$ cat src/rtl/gray_counter_pkg.sv
// Shared definitions for the Gray counter and its neighbours in the Gray-code datapath.
package gray_counter_pkg;

  localparam int DEFAULT_WIDTH = 4;

  typedef enum logic [1:0] {
    OP_HOLD,
    OP_LOAD,
    OP_UP,
    OP_DOWN
  } op_e;

endpackage

$ cat src/rtl/bin_to_gray.sv
// Combinational binary to reflected-Gray converter.
module bin_to_gray
  import gray_counter_pkg::*;
#(
  parameter int WIDTH = DEFAULT_WIDTH
) (
  input  logic [WIDTH-1:0] b,
  output logic [WIDTH-1:0] g
);

  assign g = b ^ (b >> 1);

endmodule

$ cat src/rtl/gray_counter.sv
// Up/down counter with a binary shadow register and a registered reflected-Gray output.
module gray_counter
  import gray_counter_pkg::*;
#(
  parameter int WIDTH = DEFAULT_WIDTH
) (
  input  logic             clk,
  input  logic             rst,
  input  logic             en,
  input  logic             up,
  input  logic             load,
  input  logic [WIDTH-1:0] load_bin,
  output logic [WIDTH-1:0] g,
  output logic             wrap,
  output logic             step
);

  localparam logic [WIDTH-1:0] MAX_B  = '1;
  localparam logic [WIDTH-1:0] ZERO_B = '0;
  localparam logic [WIDTH-1:0] ONE_B  = {{(WIDTH-1){1'b0}}, 1'b1};

  op_e              op;
  logic [WIDTH-1:0] b;
  logic [WIDTH-1:0] next_b;
  logic [WIDTH-1:0] next_g;
  logic             next_wrap;
  logic             next_step;

  // load outranks a step; direction only matters when stepping
  always_comb begin
    op = OP_HOLD;
    if (load) begin
      op = OP_LOAD;
    end else if (en) begin
      op = up ? OP_UP : OP_DOWN;
    end
  end

  always_comb begin
    next_b    = b;
    next_wrap = 1'b0;
    next_step = 1'b0;
    case (op)
      OP_LOAD: next_b = load_bin;
      OP_UP: begin
        next_b    = b + ONE_B;
        next_step = 1'b1;
        next_wrap = (b == MAX_B);
      end
      OP_DOWN: begin
        next_b    = b - ONE_B;
        next_step = 1'b1;
        next_wrap = (b == ZERO_B);
      end
      default: ;
    endcase
  end

  bin_to_gray #(.WIDTH(WIDTH)) u_b2g (
    .b (next_b),
    .g (next_g)
  );

  // register stage: g is always taken from the converter on next_b, never from b
  always_ff @(posedge clk or posedge rst) begin
    if (rst) begin
      b    <= '0;
      g    <= '0;
      wrap <= 1'b0;
      step <= 1'b0;
    end else begin
      b    <= next_b;
      g    <= next_g;
      wrap <= next_wrap;
      step <= next_step;
    end
  end

endmodule

$ cat config.mk
export PLATFORM = sky130hd
export DESIGN_NAME = gray_counter
export DESIGN_NICKNAME = d
export VERILOG_FILES = /design/src/rtl/gray_counter_pkg.sv /design/src/rtl/bin_to_gray.sv /design/src/rtl/gray_counter.sv
export SDC_FILE = /design/constraint.sdc
export NUM_CORES = 1
export LEC_CHECK = 0
export ABC_CLOCK_PERIOD_IN_PS = 4800
export CAP_MARGIN = 20
export CORE_AREA = 2 2 39 41
export CTS_CLUSTER_SIZE = 28
export DETAILED_ROUTE_END_ITERATION = 10
export DIE_AREA = 0 0 41 43
export PLACE_DENSITY = 0.66
export SYNTH_ARGS = -nofsm -noshare
export SYNTH_HDL_FRONTEND = slang
export SYNTH_HIERARCHICAL = 1
export SYNTH_SLANG_ARGS = --single-unit
$ cat constraint.sdc
create_clock -name clk -period 4.8 [get_ports clk]
set_input_delay 1.44 -clock clk [delete_from_list [all_inputs] [get_ports clk]]
set_output_delay 1.44 -clock clk [all_outputs]
set_load 0.005 [all_outputs]
==> results of run 1 <==
## kinds of logic after synthesis
logic type                 after synthesis
DFF                                     10
and+or+nand+nor                         17
AOI/OAI and AO/OA                        9
xor gates and xnor gates                 5
adders and majority gates                2
muxes                                    1
buffers and inverters                    6
## flip-flops by register name, indices dropped and copies added (netlist names)
register / flops
b: 4
g: 4
step: 1
wrap: 1
## worst min-delay path by stage
stage	slack, ns	from	endpoint	cells past startpoint
after detailed placement	0.59	b[3]	wrap	3
after floorplan	0.54	b[3]	wrap	3
final	0.61	b[3]	wrap	3
after CTS	0.61	b[3]	wrap	3
after global routing	0.65	b[3]	wrap	3
after global placement	0.59	b[3]	wrap	3
## layout by cell type, fill, tap and decap left out
| cell type | n |
|---|---|
| nand2_1 | 5 |
| mux2i_1 | 1 |
| or3_1 | 1 |
| ha_1 | 2 |
| or4b_1 | 1 |
| o311ai_0 | 1 |
| clkdlybuf4s50_1 | 14 |
| a21o_1 | 1 |
| nor2_1 | 3 |
| inv_1 | 4 |
| nor3_1 | 1 |
| o21ai_0 | 3 |
| and3_1 | 1 |
| nor2b_1 | 1 |
| a311oi_1 | 1 |
| a2bb2oi_1 | 1 |
| nor3b_1 | 1 |
| clkbuf_8 | 1 |
| dfrtp_1 | 10 |
| inv_2 | 1 |
| xnor2_1 | 1 |
| a21oi_1 | 2 |
| xor2_1 | 4 |
| nand3_1 | 3 |
| clkbuf_4 | 3 |
## layout make-up
cell class / instances / area [um^2]
clock buffers: 4 / 36.3
well taps: 16 / 20.0
multi-input cells: 34 / 224
flip-flops and latches: 10 / 250
fillers: 138 / 694
repair buffers: 14 / 140
inverters: 5 / 18.8
## metal layers
metal	wire length, um	part of all wire (%)
met1	417	47
met2	433	49
met3	34	3.8
met4	0	0
met5	0	0
## where the power goes
group          leakage, nW  switching (mW)  total [mW]  internal, mW
Combinational        0.180          0.0236      0.0577        0.0341
Sequential           0.121         0.00840       0.105        0.0971
Clock               0.0210          0.0266      0.0726        0.0460
## stage by stage
stage	instances	hold WS, ns	cell area (um^2)
finish	83	0.605	689
global placement	79	0.591	653
floorplan	50	0.538	500
global route	83	0.648	689
CTS	83	0.610	689
detailed placement	79	0.585	653
## critical path, stage by stage
cell	delay [ns]
clkdlybuf4s50_1	0.53
inv_1	0.16
nand2_1	0.11
nor2_1	0.18
ha_1	0.29
nor3b_1	0.16
o311ai_0	0.37
nand3_1	0.20
xor2_1	0.18
==> impl_metrics.ini, run 1 <==
[sta]
timing.final.crit_share_pct = 72.8
timing.final.ws_setup_ns = 1.31
rsz0062_at_grt = no
fin_worst_skew_ns = 0.000630
setup_viol = 0
tns_ns = 0
hold_viol = 0
max_freq_mhz = 286
slew_violations = 0
slew_headroom_pct = 72.3
post-route-min-period_ns = 3.49
tightest_slew_ns = 0.411

[critical_path]
crit_path_end = g[2]
cp.required_ns = 4.93
critPathLaunchType = input pin
rrSetupSlack_ns = 3.01
critPathMaxFanout = 8
worstPathArrival_ns = 3.62
worstSetupPathType = in2reg
r2r_end = g[2]
timing.rr.start = b[2]
timing.critical_path.from = load
crit_path_end_kind = flip-flop
timing.reg2reg.worst_path_depth = 5

[synthesis]
synth_ff_type = dfrtp_1
synth_xor_xnor_area_share_pct = 8.75
synthesis.area_um2 = 500
yosysTopAreaCellShare_pct = 50.0
syn_avg_cell_area_um2 = 10.0
synth_area_leaders = dfrtp_1 (50%), xor2_1 (7.0%), ha_1 (5.0%), nand2_1 (3.8%), nand3_1 (3.0%)
synth_edf_count = 0
ys_types = 23
synth_top_area_cell = dfrtp_1
ys_warn_count = 6
syn_inst = 50
async_flop_share_pct = 100
synth.most_common_cell = dfrtp_1
synth-simple-area-share_pct = 17.3
yosysSeqAreaShare_pct = 50.0
synth_top_family_by_area = simple AND/OR/NAND/NOR gates
synth_common_cells = dfrtp_1 (10), nand2_1 (5), inv_1 (4), xor2_1 (4)
synthMuxAreaShare_pct = 2.00
synth_adder_area_share_pct = 5.00
syn-num-nets = 61
ys_ff_latch = 10
synth_compound_area_share_pct = 11.8

[placement]
dp_slack_ns = 1.04
io_buffer_count = 14
hpwlAfterDp_um = 701
gp_congestion = 0.809

[floorplanning]
initial_core_util_pct = 36.2
die_x_um = 41
die_y_um = 43
row_count = 14
die_area_um2 = 1760
pin_count = 15
core-area_um2 = 1380

[detailed_routing]
drt_iter0_drc = 5
antenna_left = 0
drt-pass1-iter-count = 3
wl_um = 885
routedWlPerCell_um = 10.7
drc = 0
vias_per_cell = 4.84
via_count = 402

[pwr]
fin_total_pwr_uw = 236
ir_drop_mv = 0.110
power_density_nw_per_um2 = 342
power.leakage_nw = 0.322

[clock_tree]
cts_tree = yes
htreeDepth = 1
clock_sinks = 10
cts_max_path_buffers = 2
post_cts_buffers = 0
insertion_delay_ns = 0.25
cts-hold-fix-buffers = 0
cts.clk_slew.worst_paths_ns = 0.06
post_cts_resized = 0
clockRootBuffer = clkbuf_4
numCtsBuffers = 3

[global_routing]
grt_max_degree = 11
grt_busiest_layer = met2
grt_pass1_wl_mm = 1.63
grt_use_met2_pct = 22.8
grt-ovfl-total = 0
grt_use_met1_pct = 15.0
grtUsageMet3_pct = 1.57
grtUsageTotal_pct = 13.8
antenna_found_initial = 0
grt_pass1_vias = 416

[run_status]
status = complete, no violations

[final_layout]
area_growth_pct = 37.7
drive_above_1_share_pct = 7.46
antenna_cells = 0
final_core_util_pct = 49.8
nets = 79

[min_path]
hold_path_class = reg2reg

[job]
maxCapViolations = 0
No activity file was read; power rests on OpenSTA's default activity.
==> inputs of run 2 (changes only) <==
- ABC_CLOCK_PERIOD_IN_PS: 4800 -> 3200
- PLACE_DENSITY: 0.66 -> 0.69
- clock period: 4.8 -> 3.2 ns (I/O delays scaled with it)
==> run 2 against run 1 <==
Sequential share of layout area down 1.1 points. Non-clock buffer count up 3. Critical path depth unchanged. Critical path type unchanged. Critical endpoint unchanged. Highest routed layer is now met4.
==> impl_metrics.ini, run 2 (synthesis gave the netlist of run 1 again) <==
[clock_tree]
post_cts_resized = 0
insertion_delay_ns = 0.26
numCtsBuffers = 3
post_cts_buffers = 0
clock_sinks = 10
cts.clk_slew.worst_paths_ns = 0.07
htreeDepth = 1
clockRootBuffer = clkbuf_4
cts-hold-fix-buffers = 0
cts_max_path_buffers = 2
cts_tree = yes

[critical_path]
rrSetupSlack_ns = 1.41
r2r_end = g[2]
critPathLaunchType = input pin
crit_slowest_cell = or4b_1
cp_slowest_stage_delay_ns = 0.50
worstPathArrival_ns = 2.99
critPathMaxFanout = 4
crit_path_end = g[2]
crit_path_end_kind = flip-flop
cp.required_ns = 3.40
worstSetupPathType = in2reg
timing.rr.start = b[2]
timing.critical_path.from = load
worstPathCellList = clkdlybuf4s50_1 > inv_1 > nand2_1 > nor2_1 > ha_1 > nor3b_1 > or4b_1 > nand3_1 > xor2_1
timing.reg2reg.worst_path_depth = 5

[final_layout]
antenna_cells = 0
area_growth_pct = 42.3
final-seq-area_um2 = 250
nets = 82
final_cell_mix = clkdlybuf4s50_1 (14), dfrtp_1 (10), nand2_1 (5)
drive_above_1_share_pct = 11.4
fill_cells = 138
multi_input_area_um2 = 224
reg.largest.list = b: 4 flops, g: 4 flops
final_common_cell = clkdlybuf4s50_1

[floorplanning]
die_area_um2 = 1760
die_x_um = 41
row_count = 14
core-area_um2 = 1380
pin_count = 15
die_y_um = 43
initial_core_util_pct = 36.2

[job]
maxCapViolations = 0

[pwr]
ir_drop_mv = 0.227
pwr-share-comb_pct = 24.8
power_frac_seq_pct = 43.5
power.leakage_nw = 0.336
netSwitchingPower_uw = 94.2
internal_power_uw = 268
sw_frac_of_total_pct = 26.0
clock_power_share_pct = 31.7
power_density_nw_per_um2 = 509

[sta]
timing.final.crit_share_pct = 87.3
rsz0062_at_grt = no
whs_ns = 0.614
tightest_slew_ns = 0.438
slew_headroom_pct = 70.5
max_freq_mhz = 358
slew_violations = 0
setup_viol = 0
post-route-min-period_ns = 2.80
fin_worst_skew_ns = 0.000315
tns_ns = 0
hold_viol = 0

[run_status]
status = complete, no violations

[detailed_routing]
via_count = 417
routedWlPerCell_um = 11.2
drt-pass1-iter-count = 4
vias_per_cell = 4.85
drt_iter0_drc = 12
antenna_left = 0
drc = 0
wl_um = 959

[placement]
hpwlAfterDp_um = 764
gp_congestion = 0.730
io_buffer_count = 14

[global_routing]
grtUsageTotal_pct = 13.9
grt-ovfl-total = 0
antenna_found_initial = 0
grt_pass1_wl_mm = 1.53
grt_pass1_vias = 364
grt_max_degree = 11

[min_path]
hold_path_class = reg2reg
[run 2: cell types whose count changed in the layout (fill, tap and decap cells not counted)]
cell   change
buf_4      +3
[run 2: critical path: cells and delay by family]
kind / cells / cell delay (ns)
buffers and inverters: 2 / 0.51
XOR/XNOR: 1 / 0.15
AND/OR/NAND/NOR: 5 / 1.08
adder cells (fa/ha/maj): 1 / 0.29
[run 2: worst min-delay path by stage]
stage | startpoint | to | slack [ns] | cells after the start
2_1_floorplan | b[3] | wrap | 0.54 | 3
3_3_place_gp | b[3] | wrap | 0.60 | 3
3_5_place_dp | b[3] | wrap | 0.61 | 3
4_1_cts | b[2] | wrap | 0.62 | 3
5_1_grt | b[2] | wrap | 0.65 | 3
6_report | b[2] | wrap | 0.61 | 3
[run 2: per-stage QoR]
stage	utilization [%]	instances	worst slack (ns)	area [um^2]	total power, mW
6_report	51.4	86	0.405	712	0.362
5_1_grt	51.4	86	0.270	712	0.383
4_1_cts	51.4	86	0.404	712	0.369
3_5_place_dp	48.8	82	0.127	676	0.251
3_3_place_gp	48.8	82	0.121	676	0.248
2_1_floorplan	-	50	0.719	500	0.203
[run 2: cell type report]
type	instances	area share, %
flip-flops and latches	10	35.1
multi-input cells	34	31.5
repair buffers	17	22.8
clock buffers	4	5.10
well taps	16	2.81
inverters	5	2.64
[run 2: layer usage]
layer  share of wire (%)  wire length [um]  global-route usage [%]  up-vias
li1                    -                 -                       -      213
met1                  40               380                    15.7      184
met2                  50               480                    20.6       16
met3                 7.2                69                    3.14        4
met4                 2.9                28                    12.0        0
met5                   0                 0                       0        -
[run 2: power groups by stage]
stage / clock network, mW / registers, mW / logic (mW)
CTS: 0.120 / 0.158 / 0.0913
global placement: 0 / 0.160 / 0.0887
detailed placement: 0 / 0.161 / 0.0905
finish: 0.115 / 0.158 / 0.0898
global route: 0.122 / 0.160 / 0.101
floorplan: 0 / 0.160 / 0.0427
